File: src/rtl/vga_timing_gen_if.sv
// vga_timing_gen_if: raster-timing bundle between the timing generator and its consumers.
//
// Signals:
//   pix_ce      pixel clock enable into the generator
//   x, y        active-area coordinates (0 outside the active area)
//   hsync       horizontal sync
//   vsync       vertical sync
//   de          data enable, high inside the active area
//   line_start  one-clk strobe on entering h=0
//   frame_start one-clk strobe on entering (h,v)=(0,0)
//
// Modports:
//   master  the timing generator (consumes pix_ce, drives timing)
//   slave   a consumer such as the renderer / connector (drives pix_ce)
interface vga_timing_gen_if #(
    parameter int unsigned XW = 10,
    parameter int unsigned YW = 10
);
    logic          pix_ce;
    logic [XW-1:0] x;
    logic [YW-1:0] y;
    logic          hsync;
    logic          vsync;
    logic          de;
    logic          line_start;
    logic          frame_start;

    modport master (
        input  pix_ce,
        output x, y, hsync, vsync, de, line_start, frame_start
    );

    modport slave (
        output pix_ce,
        input  x, y, hsync, vsync, de, line_start, frame_start
    );
endinterface

File: src/rtl/vga_timing_gen.sv
// vga_timing_gen: parametrised VGA raster timing generator.
//
// Walks a horizontal counter h (0..H_TOTAL-1) and vertical counter v (0..V_TOTAL-1), one
// step per clk with pix_ce high, and produces registered syncs, data enable, coordinates and
// line/frame strobes aligned with the counter position just entered.
//
// Ports:
//   clk    system clock
//   rst_n  asynchronous active-low reset
//   bus    vga_timing_gen_if.master: pix_ce in; x, y, hsync, vsync, de, line_start,
//          frame_start out
//
// Build option:
//   VGA_TIMING_SCALE_EN  when defined, x/y are h/v right-shifted by SCALE_SHIFT during de
//                        (coarse pong grid); otherwise full pixel coordinates.
module vga_timing_gen #(
    parameter int unsigned H_RES       = 640,
    parameter int unsigned H_FP        = 16,
    parameter int unsigned H_SYNC      = 96,
    parameter int unsigned H_BP        = 48,
    parameter int unsigned V_RES       = 480,
    parameter int unsigned V_FP        = 10,
    parameter int unsigned V_SYNC      = 2,
    parameter int unsigned V_BP        = 33,
    parameter bit          H_POL       = 1'b0,
    parameter bit          V_POL       = 1'b0,
    parameter int unsigned SCALE_SHIFT = 2,
    parameter int unsigned XW          = 10,
    parameter int unsigned YW          = 10
) (
    input logic              clk,
    input logic              rst_n,
    vga_timing_gen_if.master bus
);

    localparam int unsigned H_TOTAL = H_RES + H_FP + H_SYNC + H_BP;
    localparam int unsigned V_TOTAL = V_RES + V_FP + V_SYNC + V_BP;

    localparam logic [15:0] H_LAST     = 16'(H_TOTAL - 1);
    localparam logic [15:0] V_LAST     = 16'(V_TOTAL - 1);
    localparam logic [15:0] H_ACT      = 16'(H_RES);
    localparam logic [15:0] V_ACT      = 16'(V_RES);
    localparam logic [15:0] HS_FIRST   = 16'(H_RES + H_FP);
    localparam logic [15:0] HS_LAST    = 16'(H_RES + H_FP + H_SYNC - 1);
    localparam logic [15:0] VS_FIRST   = 16'(V_RES + V_FP);
    localparam logic [15:0] VS_LAST    = 16'(V_RES + V_FP + V_SYNC - 1);

`ifdef VGA_TIMING_SCALE_EN
    localparam bit SCALE_EN = 1'b1;
`else
    localparam bit SCALE_EN = 1'b0;
`endif
    localparam int unsigned SHIFT = SCALE_EN ? SCALE_SHIFT : 0;

    // Raster counters
    logic [15:0] h_q, h_d;
    logic [15:0] v_q, v_d;

    // Registered outputs
    logic [XW-1:0] x_q, x_d;
    logic [YW-1:0] y_q, y_d;
    logic          hsync_q, hsync_d;
    logic          vsync_q, vsync_d;
    logic          de_q, de_d;
    logic          line_start_q, line_start_d;
    logic          frame_start_q, frame_start_d;

    // Next counter position; holds when pix_ce is low.
    always_comb begin
        h_d = h_q;
        v_d = v_q;
        if (bus.pix_ce) begin
            if (h_q == H_LAST) begin
                h_d = '0;
                v_d = (v_q == V_LAST) ? '0 : v_q + 16'd1;
            end else begin
                h_d = h_q + 16'd1;
            end
        end
    end

    // Outputs are decoded from the next position so they line up with the counters after
    // the edge. Levels hold naturally with pix_ce low because h_d/v_d hold; strobes are
    // gated by pix_ce so they drop on the following clk regardless of the enable.
    always_comb begin
        de_d          = (h_d < H_ACT) && (v_d < V_ACT);
        x_d           = de_d ? XW'(h_d >> SHIFT) : '0;
        y_d           = de_d ? YW'(v_d >> SHIFT) : '0;
        hsync_d       = ((h_d >= HS_FIRST) && (h_d <= HS_LAST)) ? H_POL : ~H_POL;
        vsync_d       = ((v_d >= VS_FIRST) && (v_d <= VS_LAST)) ? V_POL : ~V_POL;
        line_start_d  = bus.pix_ce && (h_d == '0);
        frame_start_d = bus.pix_ce && (h_d == '0) && (v_d == '0);
    end

    // Reset parks the counters on the last position so the first enabled edge enters (0,0).
    always_ff @(posedge clk or negedge rst_n) begin
        if (!rst_n) begin
            h_q           <= H_LAST;
            v_q           <= V_LAST;
            x_q           <= '0;
            y_q           <= '0;
            hsync_q       <= ~H_POL;
            vsync_q       <= ~V_POL;
            de_q          <= 1'b0;
            line_start_q  <= 1'b0;
            frame_start_q <= 1'b0;
        end else begin
            h_q           <= h_d;
            v_q           <= v_d;
            x_q           <= x_d;
            y_q           <= y_d;
            hsync_q       <= hsync_d;
            vsync_q       <= vsync_d;
            de_q          <= de_d;
            line_start_q  <= line_start_d;
            frame_start_q <= frame_start_d;
        end
    end

    assign bus.x           = x_q;
    assign bus.y           = y_q;
    assign bus.hsync       = hsync_q;
    assign bus.vsync       = vsync_q;
    assign bus.de          = de_q;
    assign bus.line_start  = line_start_q;
    assign bus.frame_start = frame_start_q;

endmodule

File: src/flat_wrapper.sv
// flat-port wrapper written by rule: the top's interface ports become plain ports
module vga_timing_gen_flat 
#(
    parameter int unsigned H_RES       = 640,
    parameter int unsigned H_FP        = 16,
    parameter int unsigned H_SYNC      = 96,
    parameter int unsigned H_BP        = 48,
    parameter int unsigned V_RES       = 480,
    parameter int unsigned V_FP        = 10,
    parameter int unsigned V_SYNC      = 2,
    parameter int unsigned V_BP        = 33,
    parameter bit          H_POL       = 1'b0,
    parameter bit          V_POL       = 1'b0,
    parameter int unsigned SCALE_SHIFT = 2,
    parameter int unsigned XW          = 10,
    parameter int unsigned YW          = 10
)
  (clk, rst_n, bus_pix_ce, bus_x, bus_y, bus_hsync, bus_vsync, bus_de, bus_line_start, bus_frame_start);
  vga_timing_gen_if #(.XW(XW), .YW(YW)) bus_i ();
  input logic clk;
  input logic rst_n;
  input wire logic [$bits(bus_i.pix_ce)-1:0] bus_pix_ce;
  output wire logic [$bits(bus_i.x)-1:0] bus_x;
  output wire logic [$bits(bus_i.y)-1:0] bus_y;
  output wire logic [$bits(bus_i.hsync)-1:0] bus_hsync;
  output wire logic [$bits(bus_i.vsync)-1:0] bus_vsync;
  output wire logic [$bits(bus_i.de)-1:0] bus_de;
  output wire logic [$bits(bus_i.line_start)-1:0] bus_line_start;
  output wire logic [$bits(bus_i.frame_start)-1:0] bus_frame_start;
  assign bus_i.pix_ce = bus_pix_ce;
  assign bus_x = bus_i.x;
  assign bus_y = bus_i.y;
  assign bus_hsync = bus_i.hsync;
  assign bus_vsync = bus_i.vsync;
  assign bus_de = bus_i.de;
  assign bus_line_start = bus_i.line_start;
  assign bus_frame_start = bus_i.frame_start;
  vga_timing_gen #(.H_RES(H_RES), .H_FP(H_FP), .H_SYNC(H_SYNC), .H_BP(H_BP), .V_RES(V_RES), .V_FP(V_FP), .V_SYNC(V_SYNC), .V_BP(V_BP), .H_POL(H_POL), .V_POL(V_POL), .SCALE_SHIFT(SCALE_SHIFT), .XW(XW), .YW(YW)) u_core (.clk(clk), .rst_n(rst_n), .bus(bus_i));
endmodule
File: config.mk
export PLATFORM = sky130hd
export DESIGN_NAME = vga_timing_gen_flat
export DESIGN_NICKNAME = d
export VERILOG_FILES = /design/src/rtl/vga_timing_gen_if.sv /design/src/rtl/vga_timing_gen.sv /design/src/flat_wrapper.sv
export SDC_FILE = /design/constraint.sdc
export NUM_CORES = 1
export LEC_CHECK = 0
export ABC_AREA = 1
export BUFFER_PORTS_ARGS = -buffer_cell sky130_fd_sc_hd__buf_4
export CORE_MARGIN = 2
export CORE_UTILIZATION = 47
export CTS_CLUSTER_DIAMETER = 30
export DETAILED_ROUTE_END_ITERATION = 12
export PLACE_DENSITY = 0.64
export REMOVE_ABC_BUFFERS = 1
export SETUP_SLACK_MARGIN = 0.5
export SLEW_MARGIN = 5
export SYNTH_ARGS = -nofsm -noshare
export SYNTH_HDL_FRONTEND = slang
export SYNTH_SLANG_ARGS = --single-unit
File: constraint.sdc
create_clock -name clk -period 2.75 [get_ports clk]
set_input_delay 0.55 -clock clk [delete_from_list [all_inputs] [get_ports clk]]
set_output_delay 0.55 -clock clk [all_outputs]
set_load 0.005 [all_outputs]
== After elaboration in Yosys (flattened, before gate mapping) ==
Index checks and enable logic that the tools add are counted.

* Reductions and logical operators: 7
* Equal/unequal tests: 2
* Add/sub/neg operators: 2
* Multiplexer cells: 9
* Magnitude comparators: 6

{| class="wikitable"
|+ Operator list
! kind !! count
|-
| $mux W16 || 5
|-
| $add A16 B1 Y16 const B || 2
|-
| $eq A16 B10 Y1 const B || 2
|-
| $logic_not A16 Y1 || 2
|-
| $mux W10 || 2
|-
| $ge A16 B10 Y1 const B || 1
|-
| $ge A16 B9 Y1 const B || 1
|-
| $le A16 B10 Y1 const B || 1
|-
| $le A16 B9 Y1 const B || 1
|-
| $lt A16 B10 Y1 const B || 1
|-
| $lt A16 B9 Y1 const B || 1
|-
| $logic_and A1 B1 Y1 || 5
|-
| $mux W1 || 2
|}

* Output and inout port bits: 25
* Word-level logic and storage cells: 35
* Flip-flop bits (word level): 57
* Input port bits: 3

== Longest topological paths before layout ==
Gate-level depths: netlist of run 1.

* Depth after elaboration: 7
* Gate-level depth with buffers: 15
* Depth with buffers taken out: 15

== Worst setup path before layout of run 1 ==
No wires, ideal clock.

* Kind: reg2reg
* From: register u_core.h_q[0]
* To: register u_core.y_q[2], in the netlist u_core.bus.y[2]
* Required time: 2.670 ns
* Stages on the path, launching flop included: 15
* Clock period less this slack: 2.075 ns
* Slack: 0.675 ns
* Library setup time: 0.080 ns
* Data arrival time: 1.994 ns
* Buffers on the path: 1
* Path through: dfstp_2 -> ha_1 -> nand2_2 -> inv_1 -> nand2_2 -> nor2_4 -> nand2_4 -> nor2_8 -> nand4_1 -> nand2_1 -> nand3_1 -> nor2_2 -> nand2_2 -> buf_6 -> nor3_2

* Cells in the longest elaborated chain, start to end: 6
* Elaborated cells on any way between the ends: 10
* Those cells by class: add/sub (1); order compare (2); eq/ne (1); mux (5); reduce/logical (1)

{| class="wikitable"
|+ RTL lines
! item !! line !! source
|-
| start, declared || vga_timing_gen.sv:56 || <nowiki>logic [15:0] h_q, h_d;</nowiki>
|-
| start signal, assigned || vga_timing_gen.sv:98 || <nowiki>h_q <= H_LAST;</nowiki>
|-
| start signal, assigned || vga_timing_gen.sv:108 || <nowiki>h_q <= h_d;</nowiki>
|-
| $add A16 B1 Y16 or $eq A16 B10 Y1 (tied branches) || vga_timing_gen.sv:77, vga_timing_gen.sv:73 ||
|-
| $mux W16 || vga_timing_gen.sv:73 || <nowiki>if (h_q == H_LAST) begin</nowiki>
|-
| $mux W16 || vga_timing_gen.sv:72 || <nowiki>if (bus.pix_ce) begin</nowiki>
|-
| $lt A16 B10 Y1 or $lt A16 B9 Y1 (tied branches) || vga_timing_gen.sv:86 || <nowiki>de_d = (h_d < H_ACT) && (v_d < V_ACT);</nowiki>
|-
| $logic_and A1 B1 Y1 || vga_timing_gen.sv:86 ||
|-
| $mux W10 (*) || vga_timing_gen.sv:88 || <nowiki>y_d = de_d ? YW'(v_d >> SHIFT) : '0;</nowiki>
|-
| named net u_core.y_d[2] || vga_timing_gen.sv:61 || <nowiki>logic [YW-1:0] y_q, y_d;</nowiki>
|-
| end signal, assigned || vga_timing_gen.sv:111 || <nowiki>y_q <= y_d;</nowiki>
|-
| end, declared || vga_timing_gen.sv:61 ||
|}

The timed path passes the listed nets; every way through them passes the cells marked *.

== Worst setup path in the final report of run 1 ==
* From: register u_core.h_q[1]
* To: register u_core.y_q[4], in the netlist u_core.bus.y[4]

The elaborated chain is that of the path after synthesis.

==> metrics, run 1 <==
largest net degree at the start of global routing 58; DRC 0; Total Die Area 7980 um2; hold slack 0.261 ns; static leakage power 2.34 nW; Die Span Y 89.3 um; Syn-to-layout area delta 34.9%; Netlist Area Pre-Place 3420 um2; Setup Total Neg Slack 0 ns; post-synth top area cell dfrtp_1; vias in the first global route 3033; MaxCap Viol Count 0; PD cells 669 nW/um2; diode count 0; CTS clk-pin slew, worst paths 0.07 ns; clock buffer depth 2; Sequential Power Share 37.3%; XOR/XNOR share of the synthesized area 0.768%; Yosys top cell area share 32.9%; unique cell type count in the Yosys netlist 32; CP Launch Type flip-flop; Top delay family on crit path simple AND/OR/NAND/NOR gates; area of the core 7140 um2; # IOs 28; Max VDD drop 341 uV; Buffers & Inverters on Critical Path 3; Vias 3171; post-synthesis sequential area ratio 42.1%; # clock sinks 57; commonest cells after routing, fill and taps aside 101 x nand2_1, 70 x inv_1, 51 x buf_4, 50 x nor2_1, 45 x dfrtp_1; # rows 31; Synth Area in Adders 1.10%; synthesized flop and latch total 57; Tot GR Track Use 23.7%; RSZ-0062 raised after global routing yes; Clk pwr share 29.4%; post-synthesis simple-gate area fraction 43.3%; Routed Antenna Nets 0; Layout Skew 0.00705 ns; GR peak layer met2; first-pass GRT wire length 14400 um; met1 Usage GRT 31.4%; die width 89.3 um; commonest non-fill, non-tap cell in the layout nand2_1; CP max stage delay 0.56 ns; Least-Margin Pin Slew 0.697 ns; count of pins over their slew limit 0; hold_buf cts 0; initial antenna violation count 0; Cells after Synth 454; Final period util 85.0%; R2R cell count 14; mux cell area share after synthesis 0%; worst path cell trace buf_4, nand3_4, nor2_4, nand2_4, nor2_4, nand3_1, nand2_1, nand2_1, inv_2, nand2_2, nor2_4, nand3_4, buf_12, nor3_4; clk_lat worst skew 0.35 ns; Final Hold Vio Count 0; P_sw 1.20 mW; combinational share of power 33.2%; Pint 1.88 mW; GRT met2 Usage 38.5%; post-synthesis compound-gate area fraction 2.49%; met3 Use GR 3.69%; largest family of logic cells by synthesized area simple AND/OR/NAND/NOR gates; outcome finished clean; WP data arrival 2.60 ns; CP most frequent cell nor2_4; Max transition margin 53.5%; CP Class flip-flop to flip-flop; top cells by area, synth dfrtp_1 33%, nand2_1 13%, dfstp_2 9.2%; Fmax achieved 0.428 GHz; Critical Path RT 3.01 ns; Initial Utilization 47.9%; Syn. warnings 0; RD Place Congestion 0.860; routed vias/inst 5.09; Switching Fraction 38.9%; Detailed Place HPWL 5950 um; maximum fanout along the worst path 5; H-tree depth 3; Critical-path top delay cell dfstp_2; CTS Buf Count 9; layout cell share with drive strength beyond 1 34.0%; stages on the worst setup path 14; Worst setup EP type flip-flop; CTS tree yes; worst hold path class input port to async pin; wire length after detailed routing 9280 um; GRT Residual Overflow 0; 1st-pass router iterations 5; DR WL/cell 14.9 um; Port Buffer Count 27; crit path time final 2.34 ns; final net count 525; Final setup viols 0; clock root buffer clkbuf_8; Avg Inst Size Synth 7.53 um2; 1st-iter DRT viols 154
stage by stage:
| step | util (%) | instances | instance area [um2] | total power, mW | setup slack, ns |
|---|---|---|---|---|---|
| after floorplan | - | 448 | 3370 | 1.66 | 0.472 |
| after global placement | 52.6 | 579 | 3750 | 1.86 | 0.402 |
| after detailed placement | 52.6 | 579 | 3750 | 1.87 | 0.346 |
| after CTS | 59.0 | 607 | 4210 | 2.86 | 0.450 |
| after global routing | 64.6 | 623 | 4610 | 3.26 | 0.312 |
| final | 64.6 | 623 | 4610 | 3.08 | 0.411 |
registers in the layout, summed over array words and instances (netlist names):
signal / count
u_core.bus.hsync: 1
u_core.bus.line_start: 1
u_core.v_q: 16
u_core.bus.frame_start: 1
u_core.bus.de: 1
u_core.h_q: 16
u_core.bus.x: 10
u_core.bus.y: 10
u_core.bus.vsync: 1
power groups by stage:
stage	Sequential (mW)	Clock (mW)	Combinational (mW)
floorplan	1.11	0	0.548
global placement	1.15	0	0.715
detailed placement	1.15	0	0.714
CTS	1.14	0.913	0.811
global route	1.17	0.955	1.14
finish	1.15	0.908	1.03
cells by family after synthesis:
| group | count (synthesis) |
|---|---|
| buf+inv | 83 |
| compound gates | 15 |
| fa+ha+maj | 3 |
| xor+xnor | 3 |
| other cells | 1 |
| simple gates | 292 |
| flops | 57 |
synth_stat cells:
| cell type | count |
|---|---|
| nand2_1 | 115 |
| inv_1 | 72 |
| nor2_1 | 58 |
| dfrtp_1 | 45 |
| nand3_1 | 45 |
| nor3_2 | 20 |
| nand4_1 | 14 |
| dfstp_2 | 12 |
| nand2_2 | 10 |
| nor3_1 | 9 |
| o21ai_0 | 8 |
| nor2_2 | 7 |
| buf_6 | 4 |
| inv_2 | 4 |
| nand3_2 | 4 |
| ha_1 | 3 |
| xor2_1 | 3 |
| a21oi_1 | 2 |
| buf_2 | 2 |
| nand3b_1 | 2 |
| nor2_4 | 2 |
| nor2_8 | 2 |
| o21bai_1 | 2 |
| a21o_1 | 1 |
| and2_1 | 1 |
| clkinv_1 | 1 |
| conb_1 | 1 |
| nand2_4 | 1 |
| nand3_4 | 1 |
| nor3_4 | 1 |
| o21a_1 | 1 |
| o21ai_1 | 1 |
layer usage:
metal	routed length, um	vias to the layer above
met5	0	-
met4	240	0
met3	483	23
met2	4610	103
met1	3950	1490
li1	-	1555
worst register-to-register path, delay by kind of cell, from the launching register on:
| kind | cells | cell delay, ns |
|---|---|---|
| flops | 1 | 0.56 |
| simple gates | 11 | 1.29 |
| buf+inv | 3 | 0.42 |
layout make-up:
cell class,instances,area [um2]
Clock buffer,10,138
Sequential cell,57,1440
Tap cell,99,124
Timing Repair Buffer,59,551
Clock inverter,6,90.1
Fill cell,611,2520
Multi-Input combinational cell,315,1980
Inverter,77,294
final timing paths:
check / start / to / slack [ns]
min in group clk: u_core.h_q[4] / u_core.h_q[4] / 0.55
setup / recovery: u_core.h_q[1] / u_core.bus.y[4] / 0.41
hold / removal: rst_n / u_core.h_q[13] / 0.26
max in group asynchronous: rst_n / u_core.bus.frame_start / 2.04
hold reg to reg: u_core.h_q[4] / u_core.h_q[4] / 0.55
setup reg to reg: u_core.h_q[1] / u_core.bus.y[4] / 0.41
what timing repair did:
item,CTS,global route
gates resized for setup,26,59
setup buffers,9,13
pin swaps,17,21
setup endpoints to repair,21,22
cloned,3,3
No activity file was read; power rests on OpenSTA's default activity.
==> run 2: changes to the inputs <==
--- a/config.mk
+++ b/config.mk
@@ -11,6 +11,7 @@
 export CORE_UTILIZATION = 47
 export CTS_CLUSTER_DIAMETER = 30
 export DETAILED_ROUTE_END_ITERATION = 12
+export MAX_ROUTING_LAYER = met4
 export PLACE_DENSITY = 0.64
 export REMOVE_ABC_BUFFERS = 1
 export SETUP_SLACK_MARGIN = 0.5
==> run 2 against run 1 <==
Compared with the run above: flip-flop and latch count stayed put; clock power hardly changed; wire length shrank 1.3%; critical path depth is 1 lower; hold slack worse by 0.015 ns; worst setup slack improved by 0.011 ns; design area fell by 1.6%.
==> metrics, run 2 (synthesized netlist as in run 1, its figures left out) <==
Critical Path RT 2.99 ns; crit path time final 2.33 ns; routed vias/inst 5.19; Detailed Place HPWL 5850 um; Port Buffer Count 27; Setup Total Neg Slack 0 ns; WP data arrival 2.57 ns; Total Die Area 7980 um2; initial antenna violation count 0; Tot GR Track Use 23.1%; H-tree depth 3; Final Hold Vio Count 0; clock buffer depth 2; Post-Layout Cell Count 612; PD cells 667 nW/um2; Routed Antenna Nets 0; # IOs 28; pre-CTS WS 0.343 ns; largest net degree at the start of global routing 58; clk_lat worst skew 0.35 ns; Final setup viols 0; Initial Utilization 47.9%; commonest non-fill, non-tap cell in the layout nand2_1; Vias 3175; commonest cells after routing, fill and taps aside 104 x nand2_1, 66 x inv_1, 48 x nor2_1, 44 x dfrtp_1, 41 x buf_4; diode count 0; first-pass GRT wire length 13500 um; maximum fanout along the worst path 6; vias in the first global route 2750; reg-to-reg slack, setup 0.42 ns; static leakage power 2.32 nW; 1st-pass router iterations 5; MaxCap Viol Count 0; final net count 514; count of pins over their slew limit 0; placed insts 578; layout cell share with drive strength beyond 1 33.3%; Max VDD drop 358 uV; area of the core 7140 um2; final worst slack 0.422 ns; Max transition margin 52.8%; DRC 0; GRT Residual Overflow 0; CP Class flip-flop to flip-flop; Die Span Y 89.3 um; Worst setup EP type flip-flop; CP Launch Type flip-flop; Least-Margin Pin Slew 0.708 ns; biggest regs u_core.h_q x16, u_core.v_q x16; CTS tree yes; worst hold path class input port to async pin; Layout Skew 0.0100 ns; # rows 31; CTS clk-pin slew, worst paths 0.08 ns; clock root buffer clkbuf_8; Final period util 84.7%; Syn-to-layout area delta 32.7%; RD Place Congestion 0.908; outcome finished clean; DR WL/cell 15.0 um; die width 89.3 um; CTS Buf Count 9; RSZ-0062 raised after global routing yes; # clock sinks 57; Fmax achieved 0.430 GHz; wire length after detailed routing 9160 um; 1st-iter DRT viols 211
==> run 2: cell count changes in the layout (fill, tap and decap cells not counted), moves of 3 or more <==
| cell | before | now |
|---|---|---|
| nor3_4 | 9 | 14 |
| inv_1 | 70 | 66 |
| buf_4 | 51 | 41 |
| inv_2 | 5 | 9 |
| nor3_2 | 12 | 7 |
| nand3_2 | 6 | 10 |
| nand2_1 | 101 | 104 |
==> run 2: final timing paths <==
kind | from | endpoint | cells after the start
worst max-delay path | u_core.h_q[1] | u_core.bus.x[7] | 13
worst min-delay path | rst_n | u_core.v_q[13] | 1
worst max register to register | u_core.h_q[1] | u_core.bus.x[7] | 13
worst min register to register | u_core.h_q[4] | u_core.h_q[4] | 2
max in group asynchronous | rst_n | u_core.v_q[0] | 1
min in group clk | u_core.h_q[4] | u_core.h_q[4] | 2
==> run 2: timing repair <==
item	in CTS	in global routing
setup buffers	4	9
hold buffers	0	0
endpoints found under the setup margin	21	23
gates cloned	2	3
resized for setup	14	75
pin swaps	2	47
==> run 2: critical path: stages, from the launching register on <==
cell and delay, ns:
dfstp_2 0.57, ha_4 0.17, nand2_4 0.07, nor2_4 0.11, nand2_2 0.11, nand2_1 0.11
inv_1 0.04, nor3_1 0.39, nand2_1 0.14, nand2_2 0.10, nor2_4 0.04, nand3_4 0.13
clkbuf_16 0.19, nor3_4 0.05
==> run 2: stage by stage <==
stage                     util [%]  total power [mW]  hold WS, ns  cell area (um2)
after floorplan                  -              1.66        0.254             3370
after global placement        52.5              1.86        0.532             3750
after detailed placement      52.5              1.87        0.540             3750
after CTS                     57.6              2.83        0.276             4110
after global routing          63.6              3.19        0.296             4540
final                         63.6              3.03        0.246             4540
==> run 2: final cells by class <==
cell class | count | area (um2)
clock buffers | 9 | 124
clock inverters | 7 | 103
fillers | 606 | 2600
inverters | 77 | 292
multi-input cells | 315 | 1980
flip-flops and latches | 57 | 1440
well taps | 99 | 124
repair buffers | 48 | 473
==> run 2: metal layers <==
| metal | vias up | track usage [%] | wire [um] |
|---|---|---|---|
| li1 | 1537 | - | - |
| met1 | 1504 | 31.0 | 4150 |
| met3 | 29 | 4.52 | 462 |
| met5 | - | - | 0 |
| met4 | 0 | 9.36 | 227 |
| met2 | 105 | 34.1 | 4330 |
==> run 2: report_power, final <==
part | switching (mW) | leakage, nW | internal [mW] | total, mW
sequential | 0.167 | 0.685 | 0.991 | 1.16
combinational | 0.657 | 1.52 | 0.303 | 0.960
clock | 0.394 | 0.110 | 0.517 | 0.911
total | 1.22 | 2.32 | 1.81 | 3.03
==> run 3: changes to the inputs <==
--- a/config.mk
+++ b/config.mk
@@ -12,7 +12,7 @@
 export CTS_CLUSTER_DIAMETER = 30
 export DETAILED_ROUTE_END_ITERATION = 12
 export MAX_ROUTING_LAYER = met4
-export PLACE_DENSITY = 0.64
+export PLACE_DENSITY = 0.67
 export REMOVE_ABC_BUFFERS = 1
 export SETUP_SLACK_MARGIN = 0.5
 export SLEW_MARGIN = 5
==> constraint.sdc (replaced) <==
create_clock -name clk -period 1.95 [get_ports clk]
set_input_delay 0.39 -clock clk [delete_from_list [all_inputs] [get_ports clk]]
set_output_delay 0.39 -clock clk [all_outputs]
set_load 0.005 [all_outputs]
==> run 3 against run 2 <==
Compared with the run above: the flow now finishes with violations (setup timing); first-iteration DRC count is 39% higher; via count rose by 31%; worst setup slack worse by 1.1 ns; sequential share of layout area shrank 6.4 points; clock power increased by 45%; hold slack worse by 0.17 ns; highest routed layer unchanged.
==> metrics, run 3 (synthesized netlist as in run 1, its figures left out) <==
Total Die Area 7980 um2; clock buffer depth 2; GRT Residual Overflow 0; RSZ-0062 raised after global routing yes; vias in the first global route 3674; clock root buffer clkbuf_8; Final setup viols 32; Layout Skew 0.0134 ns; Least-Margin Pin Slew 0.730 ns; # rows 31; outcome finished, violations left; H-tree depth 3; Die Span Y 89.3 um; Syn-to-layout area delta 65.9%; worst hold path class input port to async pin; CP Class flip-flop to flip-flop; Vias 4148; crit path time final 2.61 ns; Post-Layout Cell Count 722; placed insts 661; # clock sinks 57; Fmax achieved 0.383 GHz; CTS tree yes; commonest cells after routing, fill and taps aside 112 x buf_4, 80 x nand2_1, 52 x inv_1, 47 x nor2_1, 45 x dfrtp_1; MaxCap Viol Count 0; Final period util 134%; CTS Buf Count 9; CP Launch Type flip-flop; layout cell share with drive strength beyond 1 55.1%; DRC 0; RD Place Congestion 0.952; Tot GR Track Use 29.4%; diode count 0; Critical Path RT 2.22 ns; CTS clk-pin slew, worst paths 0.08 ns; clk_lat worst skew 0.37 ns; maximum fanout along the worst path 5; initial antenna violation count 0; routed vias/inst 5.75; wire length after detailed routing 14200 um; static leakage power 2.88 nW; Initial Utilization 47.9%; Max VDD drop 549 uV; first-pass GRT wire length 17300 um; count of pins over their slew limit 0; hold_buf cts 0; Port Buffer Count 27; commonest non-fill, non-tap cell in the layout buf_4; Detailed Place HPWL 6770 um; final net count 624; die width 89.3 um; failing checks setup timing; 1st-pass router iterations 6; # IOs 28; Final Hold Vio Count 0; WP data arrival 2.88 ns; final-layout fill cell count 420; Worst setup EP type flip-flop; biggest regs u_core.h_q x16, u_core.v_q x16; Max transition margin 51.4%; largest net degree at the start of global routing 58; final worst slack -0.661 ns; DR WL/cell 19.7 um; Routed Antenna Nets 0; 1st-iter DRT viols 293; Setup Total Neg Slack -14.07 ns; PD cells 993 nW/um2; area of the core 7140 um2
[run 3: changes by cell type in the layout (fill, tap and decap cells not counted), moves of 9 or more]
cell | before | now
inv_1 | 66 | 52
nor3_2 | 7 | 19
buf_4 | 41 | 112
inv_2 | 9 | 23
nor3_4 | 14 | 5
nand2_2 | 15 | 30
buf_6 | 0 | 39
nand2_4 | 8 | 17
nand3_2 | 10 | 21
nand2_1 | 104 | 80
nand3_1 | 35 | 24
[run 3: timing repair]
item | CTS | global route
gates cloned | 1 | 4
gates resized for setup | 115 | 80
pin swaps | 37 | 32
setup endpoints to repair | 54 | 56
setup buffers | 28 | 12
[run 3: final timing paths]
kind                       cells after the start  slack, ns      startpoint         endpoint
max in group asynchronous                      1       1.38           rst_n    u_core.v_q[0]
hold reg to reg                                2       0.61  u_core.v_q[14]   u_core.v_q[14]
min in group clk                               2       0.61  u_core.v_q[14]   u_core.v_q[14]
setup reg to reg                              13      -0.66   u_core.h_q[0]  u_core.bus.y[7]
setup / recovery                              13      -0.66   u_core.h_q[0]  u_core.bus.y[7]
hold / removal                                 1       0.08           rst_n    u_core.bus.de
[run 3: power breakdown]
part | total, mW | switching (mW) | internal (mW)
Sequential | 1.67 | 0.275 | 1.40
Clock | 1.32 | 0.564 | 0.753
Combinational | 2.65 | 1.49 | 1.16
Total | 5.64 | 2.33 | 3.31
[run 3: critical path, stage by stage (launching register included)]
cell and delay (ns):
dfstp_2 0.57, ha_4 0.18, nand2_4 0.09, nor2_4 0.18, buf_6 0.13, nand2_4 0.05
nor2_4 0.19, nand4_1 0.16, nand2_1 0.14, inv_2 0.06, nand4_1 0.19, nand3_4 0.17
clkbuf_16 0.21, nor3_2 0.19
[run 3: layout make-up]
cell class	count	area, um2	share of cell area (%)
clock buffer	11	141	2.49
timing repair buffer	158	1440	25.4
tap	99	124	2.18
inverter	77	294	5.18
multi-input combinational	315	2160	38.0
sequential	57	1440	25.4
clock inverter	5	78.8	1.39
[run 3: metal layers]
layer / global-route usage (%) / part of all wire (%) / wire [um] / vias up
li1: - / - / - / 1760
met1: 33.3 / 33 / 4700 / 1914
met2: 48.4 / 49 / 6930 / 325
met3: 7.20 / 9.9 / 1410 / 149
met4: 14.8 / 8.5 / 1210 / 0
met5: - / 0 / 0 / -
[run 3: metrics by stage]
stage | total power, mW | hold WS, ns | instance area [um2] | setup slack [ns] | util (%)
final | 5.64 | 0.0757 | 5680 | -0.661 | 79.5
after global routing | 5.80 | 0.144 | 5680 | -0.633 | 79.5
after CTS | 4.93 | 0.123 | 5190 | -0.268 | 72.7
after detailed placement | 3.17 | 0.500 | 4380 | -0.363 | 61.4
after global placement | 3.13 | 0.494 | 4380 | -0.296 | 61.4
after floorplan | 2.34 | 0.0944 | 3370 | -0.328 | -
